File: src/rtl/elevator_pkg.sv
// Shared elevator constants, direction encoding and hall-button bit mapping.
package elevator_pkg;

  localparam logic ON    = 1'b1;
  localparam logic OFF   = 1'b0;
  localparam logic OPEN  = 1'b1;
  localparam logic CLOSE = 1'b0;
  localparam logic MOVE  = 1'b1;
  localparam logic HOLD  = 1'b0;

  localparam int unsigned NUM_FLOORS = 7;

  typedef enum logic [1:0] {
    STOP   = 2'b00,
    DOWN   = 2'b01,
    UP     = 2'b10,
    UPDOWN = 2'b11
  } dir_e;

  // Floor n owns bits [2n-1:2n-2]: the upper bit is the up call.
  function automatic logic [3:0] hall_bit_index(input logic [2:0] floor, input dir_e dir);
    logic [3:0] base;
    base = {floor, 1'b0};
    return (dir == UP) ? base - 4'd1 : base - 4'd2;
  endfunction

endpackage

File: src/rtl/button_sync_edge.sv
// Synchronises raw button levels through SYNC_STAGES flops and flags rising edges.
module button_sync_edge #(
  parameter int unsigned WIDTH       = 1,
  parameter int unsigned SYNC_STAGES = 2
) (
  input  logic             clk,
  input  logic             reset,
  input  logic [WIDTH-1:0] raw,
  output logic [WIDTH-1:0] rise
);

  logic [WIDTH-1:0] sync;
  logic [WIDTH-1:0] prev;

  generate
    if (SYNC_STAGES == 0) begin : g_direct
      assign sync = raw;
    end else begin : g_chain
      logic [WIDTH-1:0] stage [SYNC_STAGES];

      always_ff @(posedge clk) begin
        if (reset) begin
          for (int unsigned i = 0; i < SYNC_STAGES; i++) stage[i] <= '0;
        end else begin
          stage[0] <= raw;
          for (int unsigned i = 1; i < SYNC_STAGES; i++) stage[i] <= stage[i-1];
        end
      end

      assign sync = stage[SYNC_STAGES-1];
    end
  endgenerate

  always_ff @(posedge clk) begin
    if (reset) prev <= '0;
    else       prev <= sync;
  end

  assign rise = sync & ~prev;

endmodule

File: src/rtl/request_latch.sv
// Latches hall and car button presses into request vectors and clears them as the car serves them.
// Define CAR_CANCEL_EN to let a re-press of a latched car button cancel it.
module request_latch
  import elevator_pkg::*;
#(
  parameter int unsigned SYNC_STAGES = 2,
  parameter int unsigned NUM_FLOORS  = 7
) (
  input  logic        clk,
  input  logic        reset,
  input  logic [13:0] hallPress,
  input  logic [9:1]  carPress,
  input  logic [2:0]  currentFloor,
  input  logic [1:0]  currentDirection,
  input  logic        doorState,
  output logic [13:0] floorButton,
  output logic [9:1]  internalButton,
  output logic        stopHere
);

  localparam logic [2:0]  TOP_FLOOR  = 3'(NUM_FLOORS);
  localparam logic [13:0] HALL_LEGAL = 14'h1FFE;

  logic [13:0] hall_rise;
  logic [8:0]  car_rise;
  logic [7:1]  car_set;
  logic [7:1]  car_cancel;

  logic [13:0] hall_q;
  logic [7:1]  car_q;
  logic [1:0]  key_q;
  logic        stop_q;

  logic [13:0] hall_clr;
  logic [7:1]  car_clr;
  logic        stop_d;

  dir_e        dir;
  logic        floor_ok;
  logic [3:0]  up_idx;
  logic [3:0]  dn_idx;

  button_sync_edge #(.WIDTH(14), .SYNC_STAGES(SYNC_STAGES)) u_hall_sync (
    .clk   (clk),
    .reset (reset),
    .raw   (hallPress),
    .rise  (hall_rise)
  );

  button_sync_edge #(.WIDTH(9), .SYNC_STAGES(SYNC_STAGES)) u_car_sync (
    .clk   (clk),
    .reset (reset),
    .raw   (carPress),
    .rise  (car_rise)
  );

  assign dir      = dir_e'(currentDirection);
  assign floor_ok = (currentFloor != 3'd0) && (currentFloor <= TOP_FLOOR);
  assign up_idx   = hall_bit_index(currentFloor, UP);
  assign dn_idx   = hall_bit_index(currentFloor, DOWN);
  assign car_set  = car_rise[6:0];

`ifdef CAR_CANCEL_EN
  assign car_cancel = car_set & car_q;
`else
  assign car_cancel = '0;
`endif

  // UPDOWN falls into the default arm and clears like STOP.
  always_comb begin
    hall_clr = '0;
    car_clr  = '0;
    if (doorState == OPEN && floor_ok) begin
      car_clr[currentFloor] = ON;
      case (dir)
        UP:      hall_clr[up_idx] = ON;
        DOWN:    hall_clr[dn_idx] = ON;
        default: begin
          hall_clr[up_idx] = ON;
          hall_clr[dn_idx] = ON;
        end
      endcase
      if (currentFloor == 3'd1)      hall_clr[up_idx] = ON;
      if (currentFloor == TOP_FLOOR) hall_clr[dn_idx] = ON;
    end
  end

  // Evaluated on the pre-update vectors, so a fresh request shows one cycle later.
  always_comb begin
    stop_d = OFF;
    if (doorState != OPEN && floor_ok) begin
      case (dir)
        UP:      stop_d = car_q[currentFloor] | hall_q[up_idx];
        DOWN:    stop_d = car_q[currentFloor] | hall_q[dn_idx];
        default: stop_d = car_q[currentFloor] | hall_q[up_idx] | hall_q[dn_idx];
      endcase
    end
  end

  always_ff @(posedge clk) begin
    if (reset) begin
      hall_q <= '0;
      car_q  <= '0;
      key_q  <= '0;
      stop_q <= OFF;
    end else begin
      hall_q <= (hall_q | (hall_rise & HALL_LEGAL)) & ~hall_clr;
      car_q  <= (car_q | car_set) & ~car_cancel & ~car_clr;
      key_q  <= car_rise[8:7];
      stop_q <= stop_d;
    end
  end

`ifndef SYNTHESIS
  always_ff @(posedge clk) begin
    if (!reset && dir == UPDOWN)
      $display("request_latch: currentDirection UPDOWN is illegal, handled as STOP");
  end
`endif

  assign floorButton    = hall_q;
  assign internalButton = {key_q, car_q};
  assign stopHere       = stop_q;

endmodule

File: config.mk
export PLATFORM = sky130hd
export DESIGN_NAME = request_latch
export DESIGN_NICKNAME = d
export VERILOG_FILES = /design/src/rtl/elevator_pkg.sv /design/src/rtl/button_sync_edge.sv /design/src/rtl/request_latch.sv
export SDC_FILE = /design/constraint.sdc
export NUM_CORES = 1
export LEC_CHECK = 0
export ABC_AREA = 1
export CAP_MARGIN = 25
export CORE_MARGIN = 1
export CORE_UTILIZATION = 47
export DETAILED_ROUTE_END_ITERATION = 8
export GPL_ROUTABILITY_DRIVEN = 1
export PLACE_DENSITY = 0.75
export SYNTH_ARGS = -nofsm -noshare
export SYNTH_HDL_FRONTEND = slang
export SYNTH_SLANG_ARGS = --single-unit
File: constraint.sdc
create_clock -name clk -period 1.5 [get_ports clk]
set_input_delay 0.3 -clock clk [delete_from_list [all_inputs] [get_ports clk]]
set_output_delay 0.3 -clock clk [all_outputs]
set_load 0.01 [all_outputs]
# Word level (Yosys, flattened, before mapping)
# Memory sizes are Yosys's and may differ from the RTL's.
# Index checks and enable logic that the tools add are counted.
# word_totals
reg_bits	46
latch_bits	0
mem_bits_rw	46
mem_bits_ro	0
input_bits	31
elab_cells	78
n_memories	2
# mem_list
name	words	width	rd	rd_ports_with_merged_regs	wr	line	source
u_hall_sync.g_chain.stage	2	14	2	0	2	button_sync_edge.sv:19	logic [WIDTH-1:0] stage [SYNC_STAGES];
u_car_sync.g_chain.stage	2	9	2	0	2	button_sync_edge.sv:19	
# op_classes
n_addsub	2
multipliers	0
n_div	0
order_cmp	7
n_eq_ne	4
shift	0
muxes	27
bitwise	22
reduce_logical	8
# op_table
cell	count
$mux W14	7
$or A14 B14 Y14	3
$pmux W14 S2	1
$mux W9	2
$and A14 B14 Y14	1
$not A14 Y14	1
$or A14 B13 Y14	1
$and A13 B13 Y13	1
$not A13 Y13	1
$lt A4 B5 Y1 const B	2
$and A9 B9 Y9	1
$mux W1	9
$not A9 Y9	1
$bmux W1 S4	2
$demux W1 S4	2
$ge A4 B1 Y1 const B	2
$and A7 B7 Y7	1
$mux W7	1
$not A7 Y7	1
$or A1 B1 Y1	7
$or A7 B7 Y7	1
$logic_and A1 B1 Y1	6
$lt A3 B4 Y1 const B	1
$sub A4 B1 Y4 const B	1
other kinds (13)	14

# Longest topological paths before layout
# Gate-level depths: netlist of run 1.
# logic_depth
ltp_word	16
ltp_mapped	13
depth_no_buf	11

# Cells and area by module
# From an unflattened synthesis of run 1, not the netlist that was laid out.
# unflattened
hier_cells	427
hier_area_um2	3422.0
# modules_own_cells
mod	n_inst	cells_per_inst	area_per_inst_um2	seq_area_each_um2
request_latch	1	189	1343.8	480.5
button_sync_edge at u_hall_sync	1	145	1265.0	840.8
button_sync_edge at u_car_sync	1	93	813.3	540.5

# Worst setup path after synthesis of run 1
# OpenSTA, ideal clock, no wires.
# synth_path
path_kind	input to register
start	input currentFloor[1]
end	register stop_q (netlist: stopHere)
arrival_ns	1.458
required_ns	1.391
path_slack_ns	-0.067
stages	12
n_path_buf	2
cell_sequence	buf_4 inv_1 ha_1 buf_2 inv_1 nand3_1 nand3_1 nand2_1 nand2_1 nand3_1 nand2_1 inv_1
# synth_between
elab_chain_cells	6
# synth_rtl
element	line	source
from (decl)	request_latch.sv:13	input logic [2:0] currentFloor,
$sub A4 B1 Y4	n/a	
$bmux W1 S4	request_latch.sv:93, request_latch.sv:95	
$mux W1 (not written as such)	request_latch.sv:93, request_latch.sv:95	
$or A1 B1 Y1	request_latch.sv:93, request_latch.sv:95	
$or A1 B1 Y1	request_latch.sv:95	default: stop_d = car_q[currentFloor] | hall_q[up_idx] | hall_q[dn_idx];
$pmux W1 S2	request_latch.sv:92	case (dir)
to (signal assigned)	request_latch.sv:110	stop_q <= stop_d;
to (decl)	request_latch.sv:32	logic stop_q;
# Parallel ways exist; a longest one is shown, timed or not. The select of a mux whose other input is x is not followed.
# A chain may end at the register's enable or synchronous reset.

# Worst setup path after layout of run 1
# layout_path
start	input currentFloor[2]
end	register hall_q[10] (netlist: floorButton[10])
# layout_between
elab_chain_cells	16
# layout_rtl
element	line	source
$sub A4 B1 Y4 or $sub A4 B2 Y4 (tied branches)	n/a	
$lt A4 B5 Y1 (not written as such), or another cell as far along	request_latch.sv:76, request_latch.sv:79, request_latch.sv:83	
$logic_and A1 B1 Y1, on equally long branches	n/a	
$mux W1, on equally long branches	n/a	
$demux W1 S4, on equally long branches	n/a	
$or A14 B14 Y14 (no source line)	n/a	
$pmux W14 S2	request_latch.sv:75	case (dir)
$mux W14	request_latch.sv:73	if (doorState == OPEN && floor_ok) begin
$or A14 B14 Y14 (no source line)	n/a	
$mux W14	request_latch.sv:83	if (currentFloor == 3'd1) hall_clr[up_idx] = ON;
$mux W14	request_latch.sv:73	
$or A14 B14 Y14 (no source line)	n/a	
$mux W14	request_latch.sv:84	if (currentFloor == TOP_FLOOR) hall_clr[dn_idx] = ON;
$mux W14 (*)	request_latch.sv:73	
$not A14 Y14 (*)	request_latch.sv:107	hall_q <= (hall_q | (hall_rise & HALL_LEGAL)) & ~hall_clr;
$and A14 B14 Y14 (*)	request_latch.sv:107	
to (signal assigned)	request_latch.sv:107	
to (decl)	request_latch.sv:29	logic [13:0] hall_q;
# Mark *: on every way between the ends. The rest lies on a longest branch, timed or not. The select of a mux whose other input is x is not followed.

==> results of run 1 <==
what timing repair did:
| action | 4_1_cts | 5_1_grt |
|---|---|---|
| resized for setup | 34 | 2 |
| pin swaps | 2 | 1 |
| buffers inserted | 3 | 1 |
| endpoints found under the setup margin | 41 | 7 |
| hold buffers | 0 | 0 |
layer usage:
metal / track usage (%) / vias up / wire length, um
met5: 0 / - / 0
met4: 8.475 / 0 / 116
met3: 4.352 / 13 / 262
met2: 29.93 / 60 / 2786
met1: 22.33 / 1080 / 2698
li1: - / 1286 / -
layout by cell type, fill, tap and decap left out, types with 3 or more instances in the layout:
cell	instances
sky130_fd_sc_hd__o21ai_0	3
sky130_fd_sc_hd__ha_1	3
sky130_fd_sc_hd__nand3_1	14
sky130_fd_sc_hd__o22ai_1	14
sky130_fd_sc_hd__buf_4	15
sky130_fd_sc_hd__clkdlybuf4s50_1	25
sky130_fd_sc_hd__nand4_1	7
sky130_fd_sc_hd__o21ai_1	3
sky130_fd_sc_hd__nand2_1	35
sky130_fd_sc_hd__inv_6	3
sky130_fd_sc_hd__dlygate4sd2_1	25
sky130_fd_sc_hd__dfxtp_1	85
sky130_fd_sc_hd__nor3_1	3
sky130_fd_sc_hd__inv_1	76
sky130_fd_sc_hd__clkbuf_8	9
sky130_fd_sc_hd__nor2_1	101
sky130_fd_sc_hd__inv_2	5
state kept, by name, indices dropped and copies added, names as in the netlist:
signal and flops:
car_q 7, u_hall_sync.g_chain.stage 24, u_car_sync.prev 9, u_hall_sync.prev 12, u_car_sync.g_chain.stage 18, floorButton 14, key_q 2, stopHere 1
metrics by stage:
stage / instances / util [%] / hold slack [ps] / instance area (sq um) / power (mW)
after global placement: 514 / 59.52 / 378.4 / 3801 / 3.004
after global routing: 534 / 63.62 / 314.0 / 4063 / 4.982
after CTS: 533 / 63.36 / 287.5 / 4046 / 4.811
final: 534 / 63.62 / 300.7 / 4063 / 4.769
after floorplan: 385 / - / 372.8 / 3147 / 2.792
after detailed placement: 514 / 59.52 / 388.6 / 3801 / 3.016
path summary, 6_finish.rpt:
path / from / to / slack (ps) / depth (start not counted)
worst max-delay path: currentFloor[2] / floorButton[10] / 50 / 9
worst min-delay path: reset / stopHere / 300 / 4
worst max register to register: floorButton[9] / stopHere / 490 / 10
worst min register to register: u_car_sync.prev[7] / key_q[0] / 390 / 1
worst reg2reg max path: stages, from the launching register on:
cell                      delay (ps)
sky130_fd_sc_hd__dfxtp_1         390
sky130_fd_sc_hd__nand2_1          70
sky130_fd_sc_hd__nand2_1          80
sky130_fd_sc_hd__nand2_1          50
sky130_fd_sc_hd__nand2_1          60
sky130_fd_sc_hd__nand2_1          60
sky130_fd_sc_hd__nand2_1          70
sky130_fd_sc_hd__nand2_1          40
sky130_fd_sc_hd__nand3_1          50
sky130_fd_sc_hd__nand2_1          50
sky130_fd_sc_hd__inv_1            50
Yosys cell counts, drive strengths merged:
cell type    n
a21oi        1
a41oi        2
buf          9
clkbuf       6
dfxtp       87
ha           6
inv         82
nand2       38
nand3       15
nand4        7
nor2       103
nor3         3
o211ai       1
o21ai        7
o21bai       2
o22ai       15
xnor2        1
cells by family after synthesis:
group | synth area share [%]
AOI/OAI and AO/OA | 5.889
and+or+nand+nor | 22.56
xor gates and xnor gates | 0.8756
DFF | 55.39
buffers and inverters | 12.89
adders and majority gates | 2.388
power by group through the flow:
stage | Sequential (mW) | Clock (mW) | Combinational [mW]
after floorplan | 2.51 | 0 | 0.287
after global placement | 2.50 | 0 | 0.505
after detailed placement | 2.50 | 0 | 0.513
after CTS | 2.45 | 1.85 | 0.515
after global routing | 2.46 | 1.94 | 0.579
final | 2.45 | 1.80 | 0.520
cell type report:
class | instances | area (sq um)
Clock buffer | 9 | 123.9
Clock inverter | 7 | 102.6
Fill cell | 557 | 2323
Inverter | 82 | 310.3
Multi-Input combinational cell | 201 | 1023
Sequential cell | 87 | 1744
Tap cell | 77 | 96.34
Timing Repair Buffer | 71 | 661.9
==> run_results.csv, run 1 <==
group,metric,value,unit
finish,post_route_cells_drive_above_1_share,12.25,%
yosys,synth_top_area_cell,"sky130_fd_sc_hd__dfxtp_1",
yosys,netlist-cell-type-count,27,
die,core.rowCount,29,
critical_path,worstPathBufferInverterCount,3,
critical_path,wp_data_arrival,1680,ps
global_routing,first_global_vias,2283,
critical_path,cp_cell_sequence,"clkdlybuf4s50_1 > buf_12 > inv_4 > nand2_2 > o21ai_4 > nor2_8 > nand2_4 > o22ai_2 > nor2_1",
sta,total_negative_setup_slack,0,ps
clocking,number_of_h_tree_levels,3,
finish,num_antenna_cells,0,
sta,drv_slew,0,
power,seq_power_share,51.3,%
sta,finalHoldViolations,0,
yosys,synthesized_nets,422,
drt,route.final.wire_length,5864,um
yosys,syn-mean-instance-area,8.167,sq um
critical_path,critPathKind,"in2reg",
clocking,cts_tree,"done",
drt,drt_first_pass_iters,4,
power,clock_power_share,37.8,%
die,initial_core_util,49.24,%
outcome,status,"completed",
global_routing,grt_start_max_net_pins,53,
yosys,synth-seq-area-share,55.39,%
yosys,synth_top_cells_by_area,"sky130_fd_sc_hd__dfxtp_1 (55%), sky130_fd_sc_hd__nor2_1 (12%), sky130_fd_sc_hd__inv_1 (9.4%)",
global_routing,antenna_violations_before_repair,0,
clocking,clk_latency,340,ps
sta,period_needed,1454,ps
global_routing,grt_first_pass_wirelength,10120,um
yosys,synthesis.instances,385,
drt,drt-initial-drc-count,135,
die,die_h,83.79,um
die,floorplan.die.width,83.79,um
power,worst_ir_drop_vdd,587.4,uV
critical_path,element_type_at_the_critical_path_end,"flop",
global_routing,track_usage,18.14,%
power,power.share.switching,24.26,%
sta,maxClockFrequency,0.6879,GHz
drt,routed_via_density,4.567,
critical_path,critPathLaunchType,"input pin",
sta,worst_slew_margin_rel,79.64,%
job,max_cap_viol_count,0,
critical_path,slowest_stage,"sky130_fd_sc_hd__clkdlybuf4s50_1",
yosys,synthDominantCellAreaShare,55.39,%
global_routing,global_route.overflow_total,0,
sta,final_count_of_negative_setup_slack_endpoints,0,
drt,routed_wire_length_per_instance,10.98,um
die,floorplan.core_area,6386,sq um
placed_design,place.detailed.hpwl,3900,um
sta,rsz0062_at_grt,"yes",
power,switching_power,1.157,mW
clocking,cts_buffer_depth,2,
min_path,holdCritPathClass,"in2reg",
drt,drtAntennaViolNets,0,
sta,timing.clock.skew,4.701,ps
sta,worst_pin_slew,305.3,ps
sta,final_critical_path_setup_slack,46.40,ps
critical_path,critical_path_required,1730,ps
clocking,cts_made_buffers,9,
power,cellPowerDensity,1174,nW/um^2
power,comb_power_share,10.9,%
die,die_area,7021,sq um
finish,layout.nets,489,
yosys,yosys_warnings,0,
placed_design,io_buffers,52,
placed_design,detailedPlace.worstSlack,-490.7,ps
yosys,synth_area,3144,sq um
critical_path,cp_top_family,"buffers and inverters",
power,internal_power,3.612,mW
critical_path,path_max_fanout,8,
drt,drcViolationCount,0,
clocking,cts-root-buf,"sky130_fd_sc_hd__clkbuf_8",
finish,syn2layout_area_growth,29.21,%
die,ioPinCount,55,
drt,via_count,2439,
critical_path,timing.critical_path.slowest_cell_delay,510,ps
yosys,synth.ff_latch_count,87,
placed_design,routabilityCongestion,0.8441,
clocking,cts.sinks,87,
power,power.static_leakage,1.998,nW
sta,period_share,96.91,%
clocking,clkSlewWorstSetupHoldPaths,90,ps
(Power assumes the default switching activity.)
==> run 2: changes to the inputs <==
--- a/config.mk
+++ b/config.mk
@@ -9,6 +9,7 @@
 export CAP_MARGIN = 25
 export CORE_MARGIN = 1
 export CORE_UTILIZATION = 47
+export CTS_CLUSTER_SIZE = 24
 export DETAILED_ROUTE_END_ITERATION = 8
 export GPL_ROUTABILITY_DRIVEN = 1
 export PLACE_DENSITY = 0.75
==> results of run 2 <==
Same layout as run 1: the final DEF is identical, and so are final timing and power.
==> run 3: changes to the inputs <==
--- a/config.mk
+++ b/config.mk
@@ -7,12 +7,12 @@
 export LEC_CHECK = 0
 export ABC_AREA = 1
 export CAP_MARGIN = 25
-export CORE_MARGIN = 1
-export CORE_UTILIZATION = 47
+export CORE_MARGIN = 2
+export CORE_UTILIZATION = 45
 export CTS_CLUSTER_SIZE = 24
 export DETAILED_ROUTE_END_ITERATION = 8
 export GPL_ROUTABILITY_DRIVEN = 1
-export PLACE_DENSITY = 0.75
+export PLACE_DENSITY = 0.72
 export SYNTH_ARGS = -nofsm -noshare
 export SYNTH_HDL_FRONTEND = slang
 export SYNTH_SLANG_ARGS = --single-unit
==> run 3 against run 2 <==
Against the previous run: combinational power about the same; utilization decreased by 3.6 points; global-route usage decreased by 2.4 points; non-clock buffer count decreased by 1; wire length decreased by 4.7%; largest cell class unchanged; register-to-register slack about the same; worst setup slack improved by 1.4 ps; sequential share of layout area decreased by 0.22 points.
==> run_results.csv, run 3 (synthesis gave the netlist of run 1 again) <==
group,metric,value,unit
outcome,status,"completed",
placed_design,place.detailed.hpwl,3963,um
min_path,hold_depth,2,
critical_path,cp_cell_sequence,"clkdlybuf4s50_1 > buf_12 > inv_4 > nand2_2 > o21ai_4 > nor2_8 > nand2_4 > o22ai_1 > nor2_1",
drt,drt_first_pass_iters,4,
critical_path,critical_path_required,1710,ps
critical_path,ff2ff_path_depth,10,
drt,drt-initial-drc-count,119,
sta,final_critical_path_setup_slack,47.83,ps
critical_path,critical_path.reg2reg.endpoint,"stopHere",
finish,syn2layout_area_growth,29.69,%
drt,via_count,2404,
sta,drv_slew,0,
global_routing,track_usage,15.75,%
global_routing,antenna_violations_before_repair,0,
finish,max_flop_register,"u_hall_sync.g_chain.stage",
finish,fin_util,60.02,%
sta,maxClockFrequency,0.6886,GHz
finish,finish.cell_count_without_fillers,552,
clocking,cts_buffer_depth,2,
global_routing,first_global_vias,2129,
placed_design,routabilityCongestion,0.8775,
critical_path,path_max_fanout,8,
drt,routed_via_density,4.355,
clocking,cts_tree,"done",
min_path,hold-path-endpoint,"u_car_sync.g_chain.stage[0][16]",
sta,period_share,96.81,%
finish,post_route_cells_drive_above_1_share,11.84,%
finish,largest_register_ffs,24,
critical_path,reg2reg_setup_slack,480,ps
critical_path,critPathLaunchType,"input pin",
die,core.rowCount,30,
drt,routed_wire_length_per_instance,10.13,um
global_routing,global_route.overflow_total,0,
finish,num_antenna_cells,0,
finish,layout.cells.most_common_list,"sky130_fd_sc_hd__nor2_1 (101), sky130_fd_sc_hd__dfxtp_1 (87), sky130_fd_sc_hd__inv_1 (76), sky130_fd_sc_hd__nand2_1 (35), sky130_fd_sc_hd__clkdlybuf4s50_1 (25)",
power,power.static_leakage,2.018,nW
global_routing,grt_first_pass_wirelength,9466,um
min_path,holdCritPathClass,"in2reg",
sta,final_count_of_negative_setup_slack_endpoints,0,
sta,period_needed,1452,ps
global_routing,grt_start_max_net_pins,47,
finish,layout.nets,488,
sta,whs,261.2,ps
sta,timing.clock.skew,8.811,ps
placed_design,io_buffers,52,
job,max_cap_viol_count,0,
die,floorplan.die.width,87.59,um
critical_path,critical_path.reg2reg.startpoint,"floorButton[8]",
drt,route.final.wire_length,5589,um
clocking,number_of_h_tree_levels,3,
die,floorplan.core_area,6794,sq um
critical_path,critPathKind,"in2reg",
min_path,holdCritStartpoint,"reset",
sta,worst_pin_slew,327.3,ps
finish,layout_commonest_cell,"sky130_fd_sc_hd__nor2_1",
drt,drtAntennaViolNets,0,
die,die_h,87.59,um
critical_path,slowest_stage,"sky130_fd_sc_hd__clkdlybuf4s50_1",
drt,drcViolationCount,0,
sta,finalHoldViolations,0,
die,die_area,7672,sq um
power,p_total,4.604,mW
die,ioPinCount,55,
critical_path,element_type_at_the_critical_path_end,"flop",
die,initial_core_util,46.28,%
clocking,cts_made_buffers,9,
critical_path,timing.critical_path.slowest_cell_delay,510,ps
clocking,clkSlewWorstSetupHoldPaths,80,ps
clocking,clk_latency,330,ps
sta,worst_slew_margin_rel,78.18,%
clocking,cts.sinks,87,
power,cellPowerDensity,1129,nW/um^2
finish,final.fill_count,596,
power,worst_ir_drop_vdd,477.6,uV
placed_design,detailedPlace.worstSlack,-479.4,ps
placed_design,post-place-cells,532,
clocking,cts-root-buf,"sky130_fd_sc_hd__clkbuf_8",
critical_path,wp_data_arrival,1660,ps
sta,rsz0062_at_grt,"yes",
run 3: stage by stage:
stage | TNS, ps | cell area, sq um
floorplan | 0 | 3147
global placement | -8493 | 3817
detailed placement | -8730 | 3817
CTS | 0 | 4051
global route | -51.29 | 4078
finish | 0 | 4078
run 3: power by group:
part	internal, mW	switching [mW]	leakage (nW)
Clock	0.868	0.772	0.107
Combinational	0.248	0.269	1.20
Sequential	2.41	0.0399	0.714
Total	3.52	1.08	2.02
run 3: final cells by class:
cell class / count / area, sq um / share of cell area, %
Sequential cell: 87 / 1742 / 42.71
Multi-Input combinational cell: 201 / 1036 / 25.41
Timing Repair Buffer: 70 / 661.9 / 16.23
Inverter: 82 / 310.3 / 7.610
Clock buffer: 12 / 155.1 / 3.805
Tap cell: 96 / 120.1 / 2.946
Clock inverter: 4 / 52.55 / 1.289
run 3: timing repair:
action,4_1_cts,5_1_grt
resized for setup,30,6
setup endpoints to repair,39,9
buffers inserted,4,0
hold buffers,0,0
pin swaps,1,1
run 3: worst max-delay path by stage:
stage / from / endpoint / slack [ps] / cells after the start
after floorplan: currentFloor[1] / stopHere / 10 / 12
after global placement: currentFloor[0] / floorButton[11] / -420 / 8
after detailed placement: currentFloor[0] / floorButton[9] / -480 / 8
after CTS: stopHere / stopHere / 10 / 1
after global routing: currentFloor[2] / floorButton[13] / -20 / 9
final: currentFloor[2] / floorButton[9] / 50 / 9
run 3: per-layer routing:
metal	GRT usage [%]	up-vias	share of wire [%]
li1	-	1284	-
met1	21.20	1046	48
met2	23.90	61	45
met3	3.676	13	4.4
met4	7.692	0	2.4
met5	0	-	0
run 3: worst max-delay path, delay by kind of cell:
family / cells / cell delay [ps]
buffers and inverters: 3 / 720
and+or+nand+nor: 4 / 410
AOI/OAI and AO/OA: 2 / 230
==> edit 1, RTL diff (settings of run 3) <==
`SYNC_STAGES` is set to 2 in 2 places; all go to 4.
--- a/src/rtl/button_sync_edge.sv
+++ b/src/rtl/button_sync_edge.sv
@@ -3,3 +3,3 @@
   parameter int unsigned WIDTH       = 1,
-  parameter int unsigned SYNC_STAGES = 2
+  parameter int unsigned SYNC_STAGES = 4
 ) (
--- a/src/rtl/request_latch.sv
+++ b/src/rtl/request_latch.sv
@@ -5,3 +5,3 @@
 #(
-  parameter int unsigned SYNC_STAGES = 2,
+  parameter int unsigned SYNC_STAGES = 4,
   parameter int unsigned NUM_FLOORS  = 7
Formal check against the unedited RTL: not equivalent (Yosys sat finds a counterexample within 4 cycles, from zero or initial values and one cycle with reset high).
==> edit 1 against run 3 <==
Setup slack lost 0.021 ns. Area after synthesis increased by 37%. Count of clock-buffer cells in the layout increased by 8. Sequential cell count rose by 42. First-iteration DRC count fell by 1.7%. Total power increased by 77%. Final area grew 39%. Clock power rose to 2.5 times the old value. Fmax is 1.4% lower. Combinational power down 10%. Routed wire length up 29%. Core utilization is 1.2 points higher.
==> edit 1: results (changes against run 3) <==
Run status
  – Status: complete, no violations

Layout
  – Fin cells: 740 (+34%)
  – Register with the most flip-flops: u_hall_sync.g_chain.stage
  – Fin nets: 635 (+30%)
  – Max FFs per register: 48 (+100%)
  – Layout cell share with drive strength beyond 1: 11.8% (-0.058 points)

Setup path
  – CP arrival: 1.89 ns (+0.23 ns)
  – Crit path max-delay cell type: clkdlybuf4s50_1
  – Reg2Reg Depth: 8 (-2)
  – R2R Path End: stopHere
  – Reg-to-reg startpoint: car_q[7]
  – Crit Path Max Fanout: 9 (+1)
  – Critical Path End: car_q[2]
  – CP startpoint: currentFloor[1]
  – Crit-path max cell delay: 0.51 ns (about the same)
  – R2R Setup Slk: 0.51 ns (+0.03 ns)

Route
  – DR vias/cell: 4.18 (-4.1%)
  – WL per Instance: 9.77 um (-3.5%)
  – Drt first pass iters: 4 (unchanged)
  – Initial DRC Count: 117 (-1.7%)

CTS
  – Worst-Skew Late Latency: 0.50 ns (+0.17 ns)
  – Clk slew on worst S/H paths: 0.06 ns (-0.02 ns)
  – Number of buffers created by CTS: 17 (+8)
  – H-Tree Depth: 4 (+1)
  – CTS max path bufs: 2 (unchanged)

Placed design
  – Port buffer count: 52 (unchanged)
  – # placed instances: 705 (+33%)
  – Dpl ws: -0.474 ns (+0.00534 ns)
  – Area of placed instances: 0.00505 mm2 (+32%)
  – RePlAce Congestion: 0.890 (+1.4%)
  – Hpwl dp: 4670 um (+18%)

Yosys
  – Top cells by area, synth: dfxtp_1 (60%), nor2_1 (13%), inv_1 (11%)
  – Seq/Total Area, Yosys: 59.9% (+4.5 points)
  – Syn Nets: 564 (+34%)
  – Distinct cells, synth: 28 (+3.7%)
  – Asr flop ratio synth: 0% (unchanged)
  – Synth cell count leaders: nor2_1 (149), dfxtp_1 (129), inv_1 (121)
  – Mean post-synth cell area: 8.18 um2 (+0.18%)

STA
  – Clock Skew: 0.00560 ns (-0.00322 ns)
  – Worst Slack Setup Final: 0.0273 ns (-0.0205 ns)
  – Final hold slack: 0.0868 ns (-0.174 ns)
  – Rel. slew slack: 78.1% (about the same)

Power and ir drop
  – VDD IR-drop max: 0.679 mV (+42%)
  – Leakage: 2.64 nW (+31%)
  – Sw frac: 21.1% (-2.3 points)

Global route
  – Total GRT Usage: 15.5% (-0.27 points)
  – Largest net degree at the start of global routing: 62 (+32%)
  – First-pass GRT wire length: 12,500 um (+32%)
  – Initial antenna violation count: 0 (unchanged)
  – Vias in the first global route: 2,927 (+37%)
-- edit 1: cell count changes in the layout (fill, tap and decap cells not counted), moves of 4 or more --
cell,delta
nand2_1,+9
dlygate4sd2_1,-8
clkbuf_16,+16
inv_1,+43
clkdlybuf4s15_1,+8
o21ai_0,+8
clkbuf_8,-7
buf_4,+5
dfxtp_1,+40
nor2_1,+46
nand3_1,+4
o22ai_1,-7
-- edit 1: logic make-up after synthesis --
family | synth area share (%)
xor gates and xnor gates | 0.639
DFF | 59.9
AOI/OAI and AO/OA | 4.21
adders and majority gates | 1.74
and+or+nand+nor | 20.5
buffers and inverters | 13.0
-- edit 1: metal layers --
| layer | wire length (um) | global-route usage, % | up-vias |
|---|---|---|---|
| met2 | 3490 | 25.7 | 96 |
| li1 | - | - | 1670 |
| met3 | 401 | 5.20 | 12 |
| met5 | 0 | 0 | - |
| met4 | 112 | 8.31 | 0 |
| met1 | 3230 | 17.7 | 1312 |
-- edit 1: layout make-up --
type                    instances  area (um2)
clock buffers                  20         455
clock inverters                12         156
fillers                       831        3600
inverters                     123         464
multi-input cells             255        1190
flip-flops and latches        129        2580
well taps                     129         161
repair buffers                 72         669
-- edit 1: worst reg2reg max path, stage by stage (launching register included) --
cell	delay, ns
dfxtp_2	0.33
nand2_1	0.06
nand2_1	0.05
nand2_1	0.05
nand2_1	0.05
a21oi_1	0.15
nand3_1	0.10
nand2_1	0.06
inv_1	0.03
-- edit 1: worst min-delay path by stage --
stage / to / startpoint / depth (start not counted)
6_report: u_car_sync.prev[1] / reset / 2
4_1_cts: u_car_sync.prev[1] / reset / 2
5_1_grt: u_car_sync.prev[0] / reset / 2
3_5_place_dp: u_car_sync.g_chain.stage[1][3] / u_car_sync.g_chain.stage[0][3] / 2
3_3_place_gp: key_q[1] / u_car_sync.prev[8] / 1
2_1_floorplan: key_q[1] / u_car_sync.prev[8] / 1
-- edit 1: power by group through the flow --
stage / Clock, mW / Sequential [mW] / Combinational, mW
after floorplan: 0 / 3.63 / 0.265
after global placement: 0 / 3.62 / 0.442
after detailed placement: 0 / 3.63 / 0.455
after CTS: 4.18 / 3.55 / 0.450
after global routing: 4.35 / 3.56 / 0.526
final: 4.11 / 3.55 / 0.465
-- edit 1: repair_timing --
item                       4_1_cts  5_1_grt
resized for setup               26       14
setup endpoints to repair       24       17
pin swaps                        0        1
setup buffers                    0        3
==> edit 2, RTL diff (settings of run 3) <==
Without the edit above. Register the inputs `hallPress`, `carPress` and `currentFloor` before use, without a reset. The logic sees them one clock later. The other inputs are not delayed to match.
--- a/src/rtl/request_latch.sv
+++ b/src/rtl/request_latch.sv
@@ -23,2 +23,12 @@
 
+  logic [13:0] hallPress_q;
+  logic [9:1] carPress_q;
+  logic [2:0] currentFloor_q;
+
+  always_ff @(posedge clk) begin
+    hallPress_q    <= hallPress;
+    carPress_q     <= carPress;
+    currentFloor_q <= currentFloor;
+  end
+
   logic [13:0] hall_rise;
@@ -45,3 +55,3 @@
     .reset (reset),
-    .raw   (hallPress),
+    .raw   (hallPress_q),
     .rise  (hall_rise)
@@ -52,3 +62,3 @@
     .reset (reset),
-    .raw   (carPress),
+    .raw   (carPress_q),
     .rise  (car_rise)
@@ -57,5 +67,5 @@
   assign dir      = dir_e'(currentDirection);
-  assign floor_ok = (currentFloor != 3'd0) && (currentFloor <= TOP_FLOOR);
-  assign up_idx   = hall_bit_index(currentFloor, UP);
-  assign dn_idx   = hall_bit_index(currentFloor, DOWN);
+  assign floor_ok = (currentFloor_q != 3'd0) && (currentFloor_q <= TOP_FLOOR);
+  assign up_idx   = hall_bit_index(currentFloor_q, UP);
+  assign dn_idx   = hall_bit_index(currentFloor_q, DOWN);
   assign car_set  = car_rise[6:0];
@@ -73,3 +83,3 @@
     if (doorState == OPEN && floor_ok) begin
-      car_clr[currentFloor] = ON;
+      car_clr[currentFloor_q] = ON;
       case (dir)
@@ -82,4 +92,4 @@
       endcase
-      if (currentFloor == 3'd1)      hall_clr[up_idx] = ON;
-      if (currentFloor == TOP_FLOOR) hall_clr[dn_idx] = ON;
+      if (currentFloor_q == 3'd1)      hall_clr[up_idx] = ON;
+      if (currentFloor_q == TOP_FLOOR) hall_clr[dn_idx] = ON;
     end
@@ -92,5 +102,5 @@
       case (dir)
-        UP:      stop_d = car_q[currentFloor] | hall_q[up_idx];
-        DOWN:    stop_d = car_q[currentFloor] | hall_q[dn_idx];
-        default: stop_d = car_q[currentFloor] | hall_q[up_idx] | hall_q[dn_idx];
+        UP:      stop_d = car_q[currentFloor_q] | hall_q[up_idx];
+        DOWN:    stop_d = car_q[currentFloor_q] | hall_q[dn_idx];
+        default: stop_d = car_q[currentFloor_q] | hall_q[up_idx] | hall_q[dn_idx];
       endcase
Behaviour: not the same (Yosys sat finds a counterexample within 4 cycles, from zero or initial values and one cycle with reset high).
==> edit 2 against run 3 <==
The run now ends with negative setup slack left. Global-route usage decreased by 1.5 points. Largest cell class unchanged. Total power increased by 15%. Fmax decreased by 4.5%. Core utilization down 0.53 points. Area after synthesis is 16% higher. Final area is 13% higher. Critical path type is now reg2reg. Setup slack lost 0.068 ns. Routed wire length up 8.2%. Sequential cell count increased by 24.
==> edit 2: results (changes against run 3) <==
Run status
  – Status: finished, violations left
  – Violated checks: negative setup slack

Placed design
  – Dpl ws: -0.222 ns (+0.257 ns)
  – RePlAce Congestion: 0.855 (-2.5%)
  – Area of placed instances: 0.00428 mm2 (+12%)
  – Hpwl dp: 3900 um (-1.6%)
  – # placed instances: 565 (+6.2%)

Setup path
  – Crit start category: register
  – Critical Path End: stopHere
  – Crit Path Max Fanout: 8 (unchanged)
  – Crit path max-delay cell type: dfxtp_4
  – Reg-to-reg startpoint: currentFloor_q[0]
  – CP arrival: 1.83 ns (+0.17 ns)
  – CP delay by family, top: simple AND/OR/NAND/NOR gates
  – Reg2Reg Depth: 12 (+2)
  – Crit-path max cell delay: 0.41 ns (-0.10 ns)

Global route
  – Largest net degree at the start of global routing: 72 (+53%)
  – Vias in the first global route: 2,297 (+7.9%)

STA
  – Setup TNS: -0.0200 ns (-0.0200 ns)
  – Worst Slack Setup Final: -0.0200 ns (-0.0678 ns)
  – Final hold slack: 0.241 ns (-0.0205 ns)
  – Clock Skew: 0.00828 ns (-0.000532 ns)
  – Rel. slew slack: 80.2% (+2.0 points)
  – Final Setup Violations: 1 (+1)

Power and ir drop
  – Combinational power share: 10.0% (-1.2 points)
  – VDD IR-drop max: 0.441 mV (-7.6%)
  – Sw frac: 23.8% (+0.35 points)
  – Leakage: 2.19 nW (+8.3%)

Yosys
  – Distinct cells, synth: 24 (-11%)
  – Syn Inst Count: 420 (+9.1%)
  – Seq/Total Area, Yosys: 61.0% (+5.6 points)
  – Syn Nets: 457 (+8.3%)
  – Asr flop ratio synth: 0% (unchanged)
  – Top cells by area, synth: dfxtp_1 (61%), nor2_1 (11%), inv_1 (8.7%)
  – Synth Area in Adders: 2.06% (-0.33 points)
  – Compound-Gate Fraction of Synth Area: 5.29% (-0.60 points)

CTS
  – Worst-Skew Late Latency: 0.35 ns (+0.02 ns)

Hold path
  – Hold Path End: u_car_sync.prev[3]

Route
  – Final wirelength: 6050 um (+8.2%)
  – DR vias: 2,534 (+5.4%)

Layout
  – Layout cell share with drive strength beyond 1: 13.8% (+1.9 points)
  – Fin cells: 588 (+6.5%)
[edit 2: layout make-up]
class / count / area (um2)
Timing Repair inverter: 1 / 5.00
Fill cell: 676 / 3150
Timing Repair Buffer: 65 / 628
Inverter: 86 / 340
Multi-Input combinational cell: 207 / 1090
Clock inverter: 4 / 37.5
Sequential cell: 111 / 2230
Tap cell: 102 / 128
Clock buffer: 12 / 155
[edit 2: what timing repair did]
item / 4_1_cts / 5_1_grt
setup buffers: 2 / 4
endpoints found under the setup margin: 41 / 19
pin swaps: 3 / 8
resized for setup: 28 / 29
cloned: 0 / 1
[edit 2: per-layer routing]
metal	track usage [%]	up-vias	share of wire, %
met5	0	-	0
met4	7.61	0	3.5
met3	4.41	21	4.6
met2	23.3	58	47
met1	16.8	1086	45
li1	-	1369	-
[edit 2: power groups by stage]
stage	clock network (mW)	registers (mW)	logic [mW]
global route	1.83	3.15	0.593
detailed placement	0	3.20	0.488
CTS	1.71	3.14	0.483
finish	1.65	3.13	0.533
floorplan	0	3.20	0.291
global placement	0	3.20	0.479
